--- src/rtl/bin_to_bcd_seq_if.sv ---
// Bundle of the conversion request/result signals of bin_to_bcd_seq.
//   start    : request a conversion of bin_in (master -> slave)
//   bin_in   : unsigned binary operand, WIDTH bits (master -> slave)
//   busy     : conversion in progress (slave -> master)
//   done     : one-cycle pulse when bcd_out/overflow update (slave -> master)
//   overflow : last captured value did not fit in DIGITS decimal digits
//   bcd_out  : DIGITS packed BCD digits, digit 0 = units in bits [3:0]
//   HEX      : DIGITS active-low 7-segment displays, 7 bits each (a..g)
interface bin_to_bcd_seq_if #(
    parameter int unsigned WIDTH  = 9,
    parameter int unsigned DIGITS = 3
);
    logic                  start;
    logic [WIDTH-1:0]      bin_in;
    logic                  busy;
    logic                  done;
    logic                  overflow;
    logic [4*DIGITS-1:0]   bcd_out;
    logic [7*DIGITS-1:0]   HEX;

    modport master (
        output start, bin_in,
        input  busy, done, overflow, bcd_out, HEX
    );

    modport slave (
        input  start, bin_in,
        output busy, done, overflow, bcd_out, HEX
    );
endinterface

--- src/rtl/bin_to_bcd_seq.sv ---
// Sequential binary-to-BCD converter (double-dabble, one bit per cycle)
// with 7-segment display decode.
//   CLOCK_50 : clock, rising edge
//   reset_n  : asynchronous active-low reset
//   bus      : bin_to_bcd_seq_if slave modport (start/bin_in in;
//              busy/done/overflow/bcd_out/HEX out)
// A conversion takes WIDTH SHIFT cycles plus one FINISH cycle; done and the
// new result appear after the FINISH edge.
module bin_to_bcd_seq #(
    parameter int unsigned WIDTH    = 9,
    parameter int unsigned DIGITS   = 3,
    parameter int unsigned LZ_BLANK = 1
) (
    input  logic                CLOCK_50,
    input  logic                reset_n,
    bin_to_bcd_seq_if.slave     bus
);

    // Decimal digits needed for the largest WIDTH-bit value.
    function automatic int unsigned dec_digits(input int unsigned w);
        longint unsigned v;
        int unsigned     n;
        v = (64'd1 << w) - 64'd1;
        n = 1;
        while (v >= 64'd10) begin
            v = v / 64'd10;
            n = n + 1;
        end
        return n;
    endfunction

    function automatic longint unsigned pow10(input int unsigned d);
        longint unsigned p;
        p = 64'd1;
        for (int unsigned i = 0; i < d; i++) p = p * 64'd10;
        return p;
    endfunction

    function automatic logic [6:0] seg7(input logic [3:0] d);
        case (d)
            4'd0:    return 7'b1000000;
            4'd1:    return 7'b1111001;
            4'd2:    return 7'b0100100;
            4'd3:    return 7'b0110000;
            4'd4:    return 7'b0011001;
            4'd5:    return 7'b0010010;
            4'd6:    return 7'b0000010;
            4'd7:    return 7'b1111000;
            4'd8:    return 7'b0000000;
            4'd9:    return 7'b0010000;
            default: return 7'b1111111;
        endcase
    endfunction

    localparam int unsigned     SD    = dec_digits(WIDTH);
    localparam int unsigned     SCRW  = 4 * SD;
    localparam int unsigned     BW    = 4 * DIGITS;
    localparam int unsigned     CW    = $clog2(WIDTH + 1);
    localparam longint unsigned LIMIT = pow10(DIGITS);

    localparam logic [6:0] SEG_BLANK = 7'b1111111;
    localparam logic [6:0] SEG_DASH  = 7'b0111111;

    typedef enum logic [1:0] {IDLE, SHIFT, FINISH} state_t;

    state_t            state_q, state_d;
    logic [WIDTH-1:0]  sh_q, sh_d;
    logic [SCRW-1:0]   scr_q, scr_d;
    logic [CW-1:0]     cnt_q, cnt_d;
    logic              cap_ovf_q, cap_ovf_d;
    logic [BW-1:0]     bcd_q, bcd_d;
    logic              ovf_q, ovf_d;
    logic              done_q, done_d;

    logic              load_en, shift_en, fin_en;
    logic [SCRW-1:0]   adj;

    // ---------------- FSM: state register ----------------
    always_ff @(posedge CLOCK_50 or negedge reset_n) begin
        if (!reset_n) state_q <= IDLE;
        else          state_q <= state_d;
    end

    // ---------------- FSM: next state ----------------
    always_comb begin
        state_d = state_q;
        case (state_q)
            IDLE:    if (bus.start) state_d = SHIFT;
            SHIFT:   if (cnt_q == CW'(1)) state_d = FINISH;
            FINISH:  state_d = IDLE;
            default: state_d = IDLE;
        endcase
    end

    // ---------------- FSM: outputs ----------------
    always_comb begin
        load_en  = (state_q == IDLE) && bus.start;
        shift_en = (state_q == SHIFT);
        fin_en   = (state_q == FINISH);
        bus.busy = (state_q != IDLE);
    end

    // ---------------- Datapath next state ----------------
    always_comb begin
        adj = scr_q;
        for (int unsigned k = 0; k < SD; k++) begin
            if (scr_q[4*k +: 4] >= 4'd5) adj[4*k +: 4] = scr_q[4*k +: 4] + 4'd3;
        end

        sh_d      = sh_q;
        scr_d     = scr_q;
        cnt_d     = cnt_q;
        cap_ovf_d = cap_ovf_q;
        bcd_d     = bcd_q;
        ovf_d     = ovf_q;
        done_d    = fin_en;

        if (load_en) begin
            sh_d      = bus.bin_in;
            scr_d     = '0;
            cnt_d     = CW'(WIDTH);
            // Range check is done on the captured operand, so the shift
            // register is free to be consumed by the conversion.
            cap_ovf_d = (64'(bus.bin_in) >= LIMIT);
        end else if (shift_en) begin
            // Top scratch bit after adjust is always 0 since the scratch is
            // sized for the full input range; the cast drops it.
            scr_d = SCRW'({adj, sh_q[WIDTH-1]});
            sh_d  = {sh_q[WIDTH-2:0], 1'b0};
            cnt_d = cnt_q - CW'(1);
        end

        if (fin_en) begin
            // Zero-extends or keeps only the low DIGITS digits.
            bcd_d = BW'(scr_q);
            ovf_d = cap_ovf_q;
        end
    end

    always_ff @(posedge CLOCK_50 or negedge reset_n) begin
        if (!reset_n) begin
            sh_q      <= '0;
            scr_q     <= '0;
            cnt_q     <= '0;
            cap_ovf_q <= 1'b0;
            bcd_q     <= '0;
            ovf_q     <= 1'b0;
            done_q    <= 1'b0;
        end else begin
            sh_q      <= sh_d;
            scr_q     <= scr_d;
            cnt_q     <= cnt_d;
            cap_ovf_q <= cap_ovf_d;
            bcd_q     <= bcd_d;
            ovf_q     <= ovf_d;
            done_q    <= done_d;
        end
    end

    assign bus.done     = done_q;
    assign bus.overflow = ovf_q;
    assign bus.bcd_out  = bcd_q;

    // ---------------- Display decode ----------------
    // Walk from the most significant digit down, tracking whether any
    // non-zero digit has been seen, to blank leading zeros.
    logic              seen;
    logic [3:0]        dig;
    logic [6:0]        seg;
    logic [7*DIGITS-1:0] hex;
    int unsigned       kd;

    always_comb begin
        hex  = '1;
        seen = 1'b0;
        dig  = '0;
        seg  = SEG_BLANK;
        kd   = 0;
        for (int unsigned i = 0; i < DIGITS; i++) begin
            kd  = DIGITS - 1 - i;
            dig = bcd_q[4*kd +: 4];
            if (dig != 4'd0) seen = 1'b1;
            if (ovf_q)                                     seg = SEG_DASH;
            else if (LZ_BLANK != 0 && kd != 0 && !seen)    seg = SEG_BLANK;
            else                                           seg = seg7(dig);
            hex[7*kd +: 7] = seg;
        end
    end

    assign bus.HEX = hex;

endmodule
--- src/flat_wrapper.sv ---
// flat-port wrapper written by rule: the top's interface ports become plain ports
module bin_to_bcd_seq_flat 
#(
    parameter int unsigned WIDTH    = 9,
    parameter int unsigned DIGITS   = 3,
    parameter int unsigned LZ_BLANK = 1
)
  (CLOCK_50, reset_n, bus_start, bus_bin_in, bus_busy, bus_done, bus_overflow, bus_bcd_out, bus_HEX);
  bin_to_bcd_seq_if #(.WIDTH(WIDTH), .DIGITS(DIGITS)) bus_i ();
  input  logic CLOCK_50;
  input  logic reset_n;
  input wire logic [$bits(bus_i.start)-1:0] bus_start;
  input wire logic [$bits(bus_i.bin_in)-1:0] bus_bin_in;
  output wire logic [$bits(bus_i.busy)-1:0] bus_busy;
  output wire logic [$bits(bus_i.done)-1:0] bus_done;
  output wire logic [$bits(bus_i.overflow)-1:0] bus_overflow;
  output wire logic [$bits(bus_i.bcd_out)-1:0] bus_bcd_out;
  output wire logic [$bits(bus_i.HEX)-1:0] bus_HEX;
  assign bus_i.start = bus_start;
  assign bus_i.bin_in = bus_bin_in;
  assign bus_busy = bus_i.busy;
  assign bus_done = bus_i.done;
  assign bus_overflow = bus_i.overflow;
  assign bus_bcd_out = bus_i.bcd_out;
  assign bus_HEX = bus_i.HEX;
  bin_to_bcd_seq #(.WIDTH(WIDTH), .DIGITS(DIGITS), .LZ_BLANK(LZ_BLANK)) u_core (.CLOCK_50(CLOCK_50), .reset_n(reset_n), .bus(bus_i));
endmodule
--- config.mk ---
export PLATFORM = sky130hd
export DESIGN_NAME = bin_to_bcd_seq_flat
export DESIGN_NICKNAME = d
export VERILOG_FILES = /design/src/rtl/bin_to_bcd_seq_if.sv /design/src/rtl/bin_to_bcd_seq.sv /design/src/flat_wrapper.sv
export SDC_FILE = /design/constraint.sdc
export NUM_CORES = 1
export LEC_CHECK = 0
export CORE_UTILIZATION = 50
export CTS_BUF_LIST = sky130_fd_sc_hd__clkbuf_2
export DETAILED_ROUTE_END_ITERATION = 10
export PLACE_DENSITY_LB_ADDON = 0.2
export SYNTH_ARGS = -nofsm -noshare
export SYNTH_HDL_FRONTEND = slang
export SYNTH_SLANG_ARGS = --single-unit
export TNS_END_PERCENT = 20
--- constraint.sdc ---
create_clock -name CLOCK_50 -period 2.11 [get_ports CLOCK_50]
set_input_delay 0.3165 -clock CLOCK_50 [delete_from_list [all_inputs] [get_ports CLOCK_50]]
set_output_delay 0.3165 -clock CLOCK_50 [all_outputs]
set_load 0.02 [all_outputs]
==> metrics <==
busiest grt layer met2; Worst Path Arrival 1.86 ns; DP HPWL 3754 um; met1 Use GR 0.2724; DRT Pass-1 Iters 4; post-synthesis register bit count 40; Area contributors post-synth dfrtp_1 38%, ha_1 11%, o21ai_1 5.4%; number of global-route vias before repair 2074; gr ovfl total 0; number of flops mapped to enable cells by yosys 0; Fin Setup TNS -0.07087 ns; critical path type flop to output port; fin crit period 2.181 ns; gpl congestion 0.8292; Cells after DPL 405; drt drc 0; CTS tree done; Top-Level Pins 48; max-slew violations 0; Leakage 1.485 nW; VDD IR-drop max 0.0008718 V; later-pin clock latency in the skew report 0.39 ns; antenna-violating nets left 0; failing checks setup timing; CTS Root Cell clkbuf_2; Cell Area, Synth 0.002611 sq mm; Mapped Cells 291; Power per Cell Area 1684 mW/mm^2; NumNets Final 385; Top FF cell, synth dfrtp_1; DRT iter0 DRCs 68; final hold vios 0; initial core utilization 0.5351; Achievable Freq 458.5 MHz; GRT met3 Usage 0.04065; most common cell in the netlist dfrtp_1; Reg-to-Reg Start u_core.state_q[0]$_DFFE_PN0P_; clock sinks 40; Max Fanout on Critical Path 5; core area 0.004880 sq mm; final worst setup slack -0.07087 ns; Synth Net Count 326; Tot GR Track Use 0.2129; layout cell share with drive strength beyond 1 0.1966; crit path from u_core.bus.bcd_out[8]$_DFFE_PN0P_; final std cells w/o fill 418; Clock transition at path regs 0.20 ns; FP Rows 25; syn_area_per_cell 8.973 sq um; Max Clock Skew 0.01452 ns; met2 usage 0.3707; vias per inst 5.292; Setup crit start kind flop; drt total wl 5393 um; clock tree buffer depth 2; RSZ-0062 raised after global routing true; initial antenna violation count 0; synthesis-to-finish area growth 25.30%; top cells by count, synth 40 x dfrtp_1, 36 x nand2_1, 28 x o21ai_1, 27 x inv_1, 23 x ha_1; DIE AREA 0.005515 sq mm; share of flip-flops with an asynchronous set or reset 1.000; H-tree lvl count 2; Max-cap violations 0; wire length of the first global-routing pass 9183 um; Ys Warns 0; outcome complete, but fails checks; Max-slew headroom 0.5969; area of placed instances 0.003174 sq mm; top cell type's share of synthesized area 0.3833; Inserted Clock Buffers 5; Slew @ Worst Pin 0.6047 ns; Hold WC Path Type input port to async pin; Filler cells 408; Buffers on Ports 46; Design Area, Final 0.003272 sq mm; Die Width 74.27 um; Worst setup EP type output port; final setup fails 1; register area share after synthesis 0.3833; vias post-DR 2212; routed len/inst 12.90 um; area leader, netlist dfrtp_1; worst slack at placement -0.05951 ns; diodes inserted 0; critical path required time 1.79 ns; fin crit share 1.034; synth unique cells 43; Die Ht 74.27 um; largest net degree at the start of global routing 28
## state kept, by name, summed over array words and instances, names as in the netlist
| signal | count |
|---|---|
| u_core.bus.done | 1 |
| u_core.state_q | 2 |
| u_core.scr_q | 12 |
| u_core.cnt_q | 4 |
| u_core.bus.bcd_out | 12 |
| u_core.sh_q | 9 |
## critical path, cell delays in order (launching register included)
cell      delay (ns)
dfrtp_1         0.42
inv_2           0.08
ha_4            0.13
nor4b_4         0.19
nand3_2         0.16
buf_6           0.15
buf_6           0.10
o211ai_1        0.08
buf_4           0.17
## final timing paths
path,endpoint,slack [ns],depth (start not counted)
hold / removal,u_core.sh_q[1]$_DFFE_PN0P_,0.43,2
setup / recovery,bus_HEX[11],-0.07,8
setup reg to reg,u_core.cnt_q[1]$_DFFE_PN0P_,0.59,5
hold reg to reg,u_core.sh_q[8]$_DFFE_PN0P_,0.52,2
max in group asynchronous,u_core.bus.bcd_out[3]$_DFFE_PN0P_,1.12,3
min in group CLOCK_50,u_core.sh_q[8]$_DFFE_PN0P_,0.52,2
## repair_timing
| item | CTS | global route |
|---|---|---|
| gates resized for setup | 76 | 27 |
| setup endpoints to repair | 21 | 19 |
| hold endpoints to repair | 25 | 0 |
| hold buffers | 1 | 0 |
| setup buffers | 4 | 0 |
| pin swaps | 2 | 3 |
## final cells by class
cell class	count	area [sq um]	share of cell area
Tap cell	67	83.83	0.02562
Clock buffer	5	25.02	0.007648
Multi-Input combinational cell	208	1476	0.4512
Inverter	27	101.3	0.03098
Sequential cell	40	1002	0.3063
Clock inverter	3	13.76	0.004206
Timing Repair Buffer	68	569.3	0.1740
## power by group
group	internal [mW]	leakage, nW	switching [mW]
Combinational	1.79	0.934	2.05
Clock	0.0744	0.0302	0.242
Sequential	1.05	0.521	0.300
Total	2.91	1.49	2.60
## logic make-up after synthesis
kind of cell / synth area share
AND/OR/NAND/NOR: 0.1490
AO/OA/AOI/OAI: 0.2448
flip-flops: 0.3833
XOR/XNOR: 0.01006
adder cells (fa/ha/maj): 0.1102
buffers and inverters: 0.07858
other: 0.001436
multiplexers: 0.02252
## cells in the final DEF, fill, tap and decap left out, types with 8 or more instances in the layout
cell | Yosys | routed
dfrtp_1 | 40 | 39
nand2_1 | 36 | 36
o21ai_1 | 28 | 26
clkdlybuf4s50_1 | 0 | 24
inv_1 | 27 | 22
ha_1 | 23 | 21
buf_4 | 1 | 21
a21oi_1 | 15 | 14
nand2b_1 | 11 | 11
clkbuf_2 | 1 | 9
buf_2 | 7 | 9
nor2_1 | 9 | 8
a22oi_1 | 8 | 8
## per-stage QoR
| stage | power [mW] | hold slack, ns | utilization |
|---|---|---|---|
| finish | 5.510 | 0.4290 | 0.6705 |
| global route | 5.966 | 0.4719 | 0.6705 |
| CTS | 5.454 | 0.4359 | 0.6708 |
| detailed placement | 5.053 | 0.3652 | 0.6505 |
| global placement | 4.960 | 0.3621 | 0.6505 |
| floorplan | 3.658 | 0.02091 | - |
## metal layers
metal  share of wire  routed length, um
met1            0.47               2547
met2            0.48               2591
met3           0.036                195
met4           0.011                 59
met5               0                  0
(Power assumes the default switching activity.)
